File: config.mk
export PLATFORM = sky130hd
export DESIGN_NAME = switch_egress_buffer_flat
export DESIGN_NICKNAME = d
export VERILOG_FILES = /design/src/rtl/switch_egress_buffer_if.sv /design/src/rtl/switch_egress_buffer.sv /design/src/flat_wrapper.sv
export SDC_FILE = /design/constraint.sdc
export NUM_CORES = 1
export LEC_CHECK = 0
export BUFFER_PORTS_ARGS = -buffer_cell sky130_fd_sc_hd__buf_2
export CAP_MARGIN = 20
export CORE_MARGIN = 4
export CORE_UTILIZATION = 45
export DETAILED_ROUTE_END_ITERATION = 8
export PLACE_DENSITY = 0.7
export SLEW_MARGIN = 40
export SYNTH_ARGS = -nofsm -noshare
export SYNTH_HDL_FRONTEND = slang
export SYNTH_SLANG_ARGS = --single-unit
File: constraint.sdc
create_clock -name clk -period 4.15 [get_ports clk]
set_input_delay 0.83 -clock clk [delete_from_list [all_inputs] [get_ports clk]]
set_output_delay 0.83 -clock clk [all_outputs]
set_load 0.01 [all_outputs]
File: src/rtl/switch_egress_buffer_if.sv
// Handshake and status bundle between a switch output port, the egress buffer
// and its downstream sink. The buffer uses the slave view, the driver the master view.
interface switch_egress_buffer_if #(
  parameter int PACKET_WIDTH = 16,
  parameter int DEPTH        = 8
);
  logic                     valid_in;
  logic [PACKET_WIDTH-1:0]  pkt_in;
  logic                     flush;
  logic                     ready_in;
  logic                     valid_out;
  logic [PACKET_WIDTH-1:0]  pkt_out;
  logic [$clog2(DEPTH):0]   count;
  logic                     full;
  logic [15:0]              drop_cnt;
  logic [15:0]              err_cnt;

  modport master (
    output valid_in, pkt_in, flush, ready_in,
    input  valid_out, pkt_out, count, full, drop_cnt, err_cnt
  );

  modport slave (
    input  valid_in, pkt_in, flush, ready_in,
    output valid_out, pkt_out, count, full, drop_cnt, err_cnt
  );
endinterface

File: src/rtl/switch_egress_buffer.sv
// Egress FIFO for one switch port: filters packets by source/target, queues them
// in order, and counts overflow/flush drops and malformed packets.
module switch_egress_buffer #(
  parameter int PACKET_WIDTH = 16,
  parameter int DEPTH        = 8,
  parameter int PORT_ID      = 0
) (
  input  logic                   clk,
  input  logic                   rst_n,
  switch_egress_buffer_if.slave  bus
);
  localparam int PW = $clog2(DEPTH);
  localparam int CW = PW + 1;

  typedef logic [PW-1:0] ptr_t;
  typedef logic [CW-1:0] cnt_t;

  logic [PACKET_WIDTH-1:0] mem_q [DEPTH];
  ptr_t        wr_ptr_q, wr_ptr_d;
  ptr_t        rd_ptr_q, rd_ptr_d;
  cnt_t        count_q, count_d;
  logic        valid_q, full_q;
  logic [15:0] drop_cnt_q, drop_cnt_d;
  logic [15:0] err_cnt_q, err_cnt_d;
  logic [16:0] drop_sum, err_sum;
  logic [3:0]  src;
  logic        well_formed, pop, push;

  // Source must be exactly one-hot and the target mask must include this port.
  assign src         = bus.pkt_in[3:0];
  assign well_formed = (src != 4'b0) && ((src & (src - 4'd1)) == 4'b0)
                       && bus.pkt_in[4+PORT_ID];
  assign pop         = valid_q && bus.ready_in;

  // NOTE: every signal written here gets a default first, so no path leaves one
  // unassigned and no latch is inferred.
  always_comb begin
    push     = 1'b0;
    wr_ptr_d = wr_ptr_q;
    rd_ptr_d = rd_ptr_q;
    count_d  = count_q;
    drop_sum = {1'b0, drop_cnt_q};
    err_sum  = {1'b0, err_cnt_q};

    if (bus.valid_in && !well_formed) err_sum = err_sum + 17'd1;

    if (bus.flush) begin
      wr_ptr_d = '0;
      rd_ptr_d = '0;
      count_d  = '0;
      drop_sum = drop_sum + 17'(count_q) + 17'(bus.valid_in && well_formed);
    end else begin
      // A full buffer still accepts when the head leaves in the same cycle.
      push = bus.valid_in && well_formed && ((count_q < cnt_t'(DEPTH)) || pop);
      if (bus.valid_in && well_formed && !push) drop_sum = drop_sum + 17'd1;
      if (push) wr_ptr_d = wr_ptr_q + ptr_t'(1);
      if (pop)  rd_ptr_d = rd_ptr_q + ptr_t'(1);
      if (push && !pop)      count_d = count_q + cnt_t'(1);
      else if (pop && !push) count_d = count_q - cnt_t'(1);
    end

    drop_cnt_d = drop_sum[16] ? 16'hFFFF : drop_sum[15:0];
    err_cnt_d  = err_sum[16]  ? 16'hFFFF : err_sum[15:0];
  end

  // NOTE: state registers use non-blocking assignments so every flop samples
  // pre-edge values regardless of statement order.
  always_ff @(posedge clk or negedge rst_n) begin
    if (!rst_n) begin
      wr_ptr_q   <= '0;
      rd_ptr_q   <= '0;
      count_q    <= '0;
      valid_q    <= 1'b0;
      full_q     <= 1'b0;
      drop_cnt_q <= '0;
      err_cnt_q  <= '0;
    end else begin
      wr_ptr_q   <= wr_ptr_d;
      rd_ptr_q   <= rd_ptr_d;
      count_q    <= count_d;
      valid_q    <= (count_d != '0);
      full_q     <= (count_d == cnt_t'(DEPTH));
      drop_cnt_q <= drop_cnt_d;
      err_cnt_q  <= err_cnt_d;
    end
  end

  // NOTE: storage is deliberately not reset; valid_q gates every read, so stale
  // entries are never visible and the array can map onto plain RAM.
  always_ff @(posedge clk) begin
    if (push) mem_q[wr_ptr_q] <= bus.pkt_in;
  end

  assign bus.valid_out = valid_q;
  assign bus.pkt_out   = valid_q ? mem_q[rd_ptr_q] : '0;
  assign bus.count     = count_q;
  assign bus.full      = full_q;
  assign bus.drop_cnt  = drop_cnt_q;
  assign bus.err_cnt   = err_cnt_q;
endmodule

File: src/flat_wrapper.sv
// flat-port wrapper written by rule: the top's interface ports become plain ports
module switch_egress_buffer_flat 
#(
  parameter int PACKET_WIDTH = 16,
  parameter int DEPTH        = 8,
  parameter int PORT_ID      = 0
)
  (clk, rst_n, bus_valid_in, bus_pkt_in, bus_flush, bus_ready_in, bus_valid_out, bus_pkt_out, bus_count, bus_full, bus_drop_cnt, bus_err_cnt);
  switch_egress_buffer_if #(.PACKET_WIDTH(PACKET_WIDTH), .DEPTH(DEPTH)) bus_i ();
  input  logic clk;
  input  logic rst_n;
  input wire logic [$bits(bus_i.valid_in)-1:0] bus_valid_in;
  input wire logic [$bits(bus_i.pkt_in)-1:0] bus_pkt_in;
  input wire logic [$bits(bus_i.flush)-1:0] bus_flush;
  input wire logic [$bits(bus_i.ready_in)-1:0] bus_ready_in;
  output wire logic [$bits(bus_i.valid_out)-1:0] bus_valid_out;
  output wire logic [$bits(bus_i.pkt_out)-1:0] bus_pkt_out;
  output wire logic [$bits(bus_i.count)-1:0] bus_count;
  output wire logic [$bits(bus_i.full)-1:0] bus_full;
  output wire logic [$bits(bus_i.drop_cnt)-1:0] bus_drop_cnt;
  output wire logic [$bits(bus_i.err_cnt)-1:0] bus_err_cnt;
  assign bus_i.valid_in = bus_valid_in;
  assign bus_i.pkt_in = bus_pkt_in;
  assign bus_i.flush = bus_flush;
  assign bus_i.ready_in = bus_ready_in;
  assign bus_valid_out = bus_i.valid_out;
  assign bus_pkt_out = bus_i.pkt_out;
  assign bus_count = bus_i.count;
  assign bus_full = bus_i.full;
  assign bus_drop_cnt = bus_i.drop_cnt;
  assign bus_err_cnt = bus_i.err_cnt;
  switch_egress_buffer #(.PACKET_WIDTH(PACKET_WIDTH), .DEPTH(DEPTH), .PORT_ID(PORT_ID)) u_core (.clk(clk), .rst_n(rst_n), .bus(bus_i));
endmodule
==> impl_metrics.json <==
{
  "cts_setup_buffers": 0,
  "slew_violations": 0,
  "cts_tree": "built",
  "synth_xor_area_frac": 0.02228,
  "clock_path_buffers": 2,
  "power_density_nw_per_um2": 494.7,
  "period_share": 0.8694,
  "synth_top_family_by_area": "multiplexers",
  "ant_nets": 0,
  "grt_pass1_vias": 5207,
  "synthAdderAreaFrac": 0.01941,
  "max-cap-violations": 0,
  "antenna_found_initial": 0,
  "row_count": 48,
  "synth_fp_nets": 588,
  "rsz0062_at_grt": "no",
  "die-height_um": 140.2,
  "drive_gt1_frac": 0.2625,
  "yosys.area.top_type": "edfxtp_1",
  "setup_viol_count_final": 0,
  "ys_types": 67,
  "routed_wirelength_um": 17190,
  "layout_common_cells": "128 x edfxtp_1, 73 x buf_2, 43 x dfrtp_1",
  "post_cts_resized": 0,
  "hold_class": "in -> async",
  "syn_inst": 556,
  "slew_headroom": 0.4816,
  "power_leakage_nw": 3.282,
  "drt-vias-per-instance": 5.697,
  "synthArstFlopShare": 0.2558,
  "cp_max_fo": 11,
  "skew_ps": 14.31,
  "critPathArrivalTime_ps": 3960,
  "place_hpwl_um": 11300,
  "grt_first_pass_wirelength_um": 27700,
  "final.setup.tns_ps": 0,
  "drtPass1Iterations": 5,
  "ys_ff_latch": 172,
  "cts-root-buf": "clkbuf_16",
  "whs_ps": 396.9,
  "start_kind": "input port",
  "status": "completed",
  "clk_latency_ps": 430,
  "layout_min_cycle_time_ps": 3608,
  "worst_setup_path_end_kind": "register",
  "clock_sinks": 172,
  "synthMuxAreaShare": 0.1270,
  "coreArea_um2": 17240,
  "peakVddDrop_v": 0.0003071,
  "r2r_end": "u_core.bus.drop_cnt[5]",
  "reg2reg_slack_ps": 1210,
  "final_common_cell": "edfxtp_1",
  "synth_edf_count": 128,
  "hold_buffers": 0,
  "cts_buffers": 17,
  "track_usage": 0.1800,
  "ys.flop_type": "edfxtp_1",
  "r2r_start": "u_core.bus.count[0]",
  "die_x_um": 140.2,
  "ioPinCount": 75,
  "antennaDiodeCount": 0,
  "fp.dieArea_um2": 19650,
  "worstMarginPinSlew_ps": 774.7,
  "hold_violations": 0,
  "crit_type": "in -> reg",
  "synth-compound-area-share": 0.07765,
  "drc": 0,
  "path_clk_slew_ps": 80,
  "vias": 5036,
  "h-tree-depth": 4,
  "overflow": 0,
  "synth_simple_gate_area_share": 0.1060,
  "ys_top_cells_by_area": "edfxtp_1 49%, dfrtp_1 14%, mux4_2 9.2%, mux2i_1 2.7%, nor2_1 1.9%",
  "grt_start_max_net_pins": 45,
  "syn_area_per_cell_um2": 14.14,
  "synth-seq-area-share": 0.6288,
  "place.gp.congestion": 0.8880,
  "synth_top_area_frac": 0.4888,
  "wire_per_inst_um": 19.44,
  "synth_area_um2": 7864,
  "ys_warn_count": 0,
  "r2r_cells": 10,
  "fin_nets": 678,
  "num-fill-cells": 1387,
  "clock.fmax_mhz": 277.2,
  "required_ps": 4500,
  "port_buffers": 74,
  "syn_to_final_growth_pct": 17.14,
  "start_util": 0.4562,
  "drt_iter0_drc": 359
}
-- layer usage --
| metal | part of all wire | GRT usage | wire length (um) |
|---|---|---|---|
| met5 | 0 | 0 | 0 |
| met4 | 0.017 | 0.06017 | 291 |
| met3 | 0.047 | 0.04575 | 807 |
| met2 | 0.50 | 0.2974 | 8645 |
| met1 | 0.43 | 0.2337 | 7443 |
-- flip-flops by register name, indices dropped and copies added (netlist names) --
name and count:
u_core.rd_ptr_q 3, u_core.bus.err_cnt 16, u_core.bus.count 4, u_core.bus.valid_out 1, u_core.bus.drop_cnt 16, u_core.bus.full 1
u_core.wr_ptr_q 3, u_core.mem_q 128
-- layout make-up --
class                   instances  area [um2]  share of cell area
clock inverters                15       148.9             0.01616
repair buffers                 93       565.5             0.06140
flip-flops and latches        172        4946              0.5369
inverters                      17       63.81            0.006927
multi-input cells             345        2780              0.3018
well taps                     225       281.5             0.03056
clock buffers                  17       425.4             0.04618
-- through the flow --
step                      power (W)  utilization  setup WS, ps  instance area, um2  cells
after global routing       0.004801       0.5344         268.5                9211    884
after CTS                  0.004603       0.5344         587.0                9211    884
final                      0.004557       0.5344         541.9                9211    884
after floorplan            0.002734            -         414.0                7864    556
after global placement     0.003053       0.5009         279.1                8635    852
after detailed placement   0.003091       0.5011         146.4                8637    852
-- how the worst max path moves through the flow --
stage	start	end	slack, ps
final	bus_pkt_in[0]	u_core.bus.drop_cnt[5]	540
after global routing	bus_pkt_in[1]	u_core.bus.drop_cnt[5]	270
after CTS	bus_pkt_in[0]	u_core.bus.drop_cnt[5]	590
after detailed placement	bus_pkt_in[0]	u_core.bus.drop_cnt[5]	150
after global placement	bus_pkt_in[0]	u_core.bus.drop_cnt[5]	280
after floorplan	bus_pkt_in[0]	u_core.mem_q[0][0]	410
-- synth_stat cells (all sizes together) (6+ instances only) --
| cell | number |
|---|---|
| edfxtp | 128 |
| dfrtp | 44 |
| nor2 | 40 |
| nand2 | 36 |
| mux4 | 32 |
| a21oi | 22 |
| o21ai | 22 |
| mux2i | 21 |
| nand3 | 20 |
| nor2b | 19 |
| inv | 17 |
| clkbuf | 14 |
| xnor2 | 12 |
| nor3 | 11 |
| ha | 9 |
| nand4 | 9 |
| a211oi | 8 |
| buf | 8 |
| xor2 | 8 |
| nand2b | 7 |
| mux2 | 6 |
-- critical path: stages --
cell and delay, ps:
buf_2 160, nor4b_2 380, a211oi_2 160, nor2_2 170, inv_2 80, fa_1 400, fa_1 420, nor2b_1 170
o21a_1 180, o21ai_1 140, a21oi_2 370, buf_4 230, o22ai_1 80, a21oi_1 170
-- cells by family after synthesis --
kind of cell | Yosys count
AO/OA/AOI/OAI | 91
multiplexers | 59
XOR/XNOR | 20
adder cells (fa/ha/maj) | 11
flip-flops | 172
buffers and inverters | 39
AND/OR/NAND/NOR | 164
-- where the power goes --
part	internal, W	switching, W	leakage (nW)
combinational	0.000446	0.000488	1.29
sequential	0.00195	0.000165	1.71
clock	0.000796	0.000715	0.284
total	0.00319	0.00137	3.28
Power figures use the tool's default switching activity.
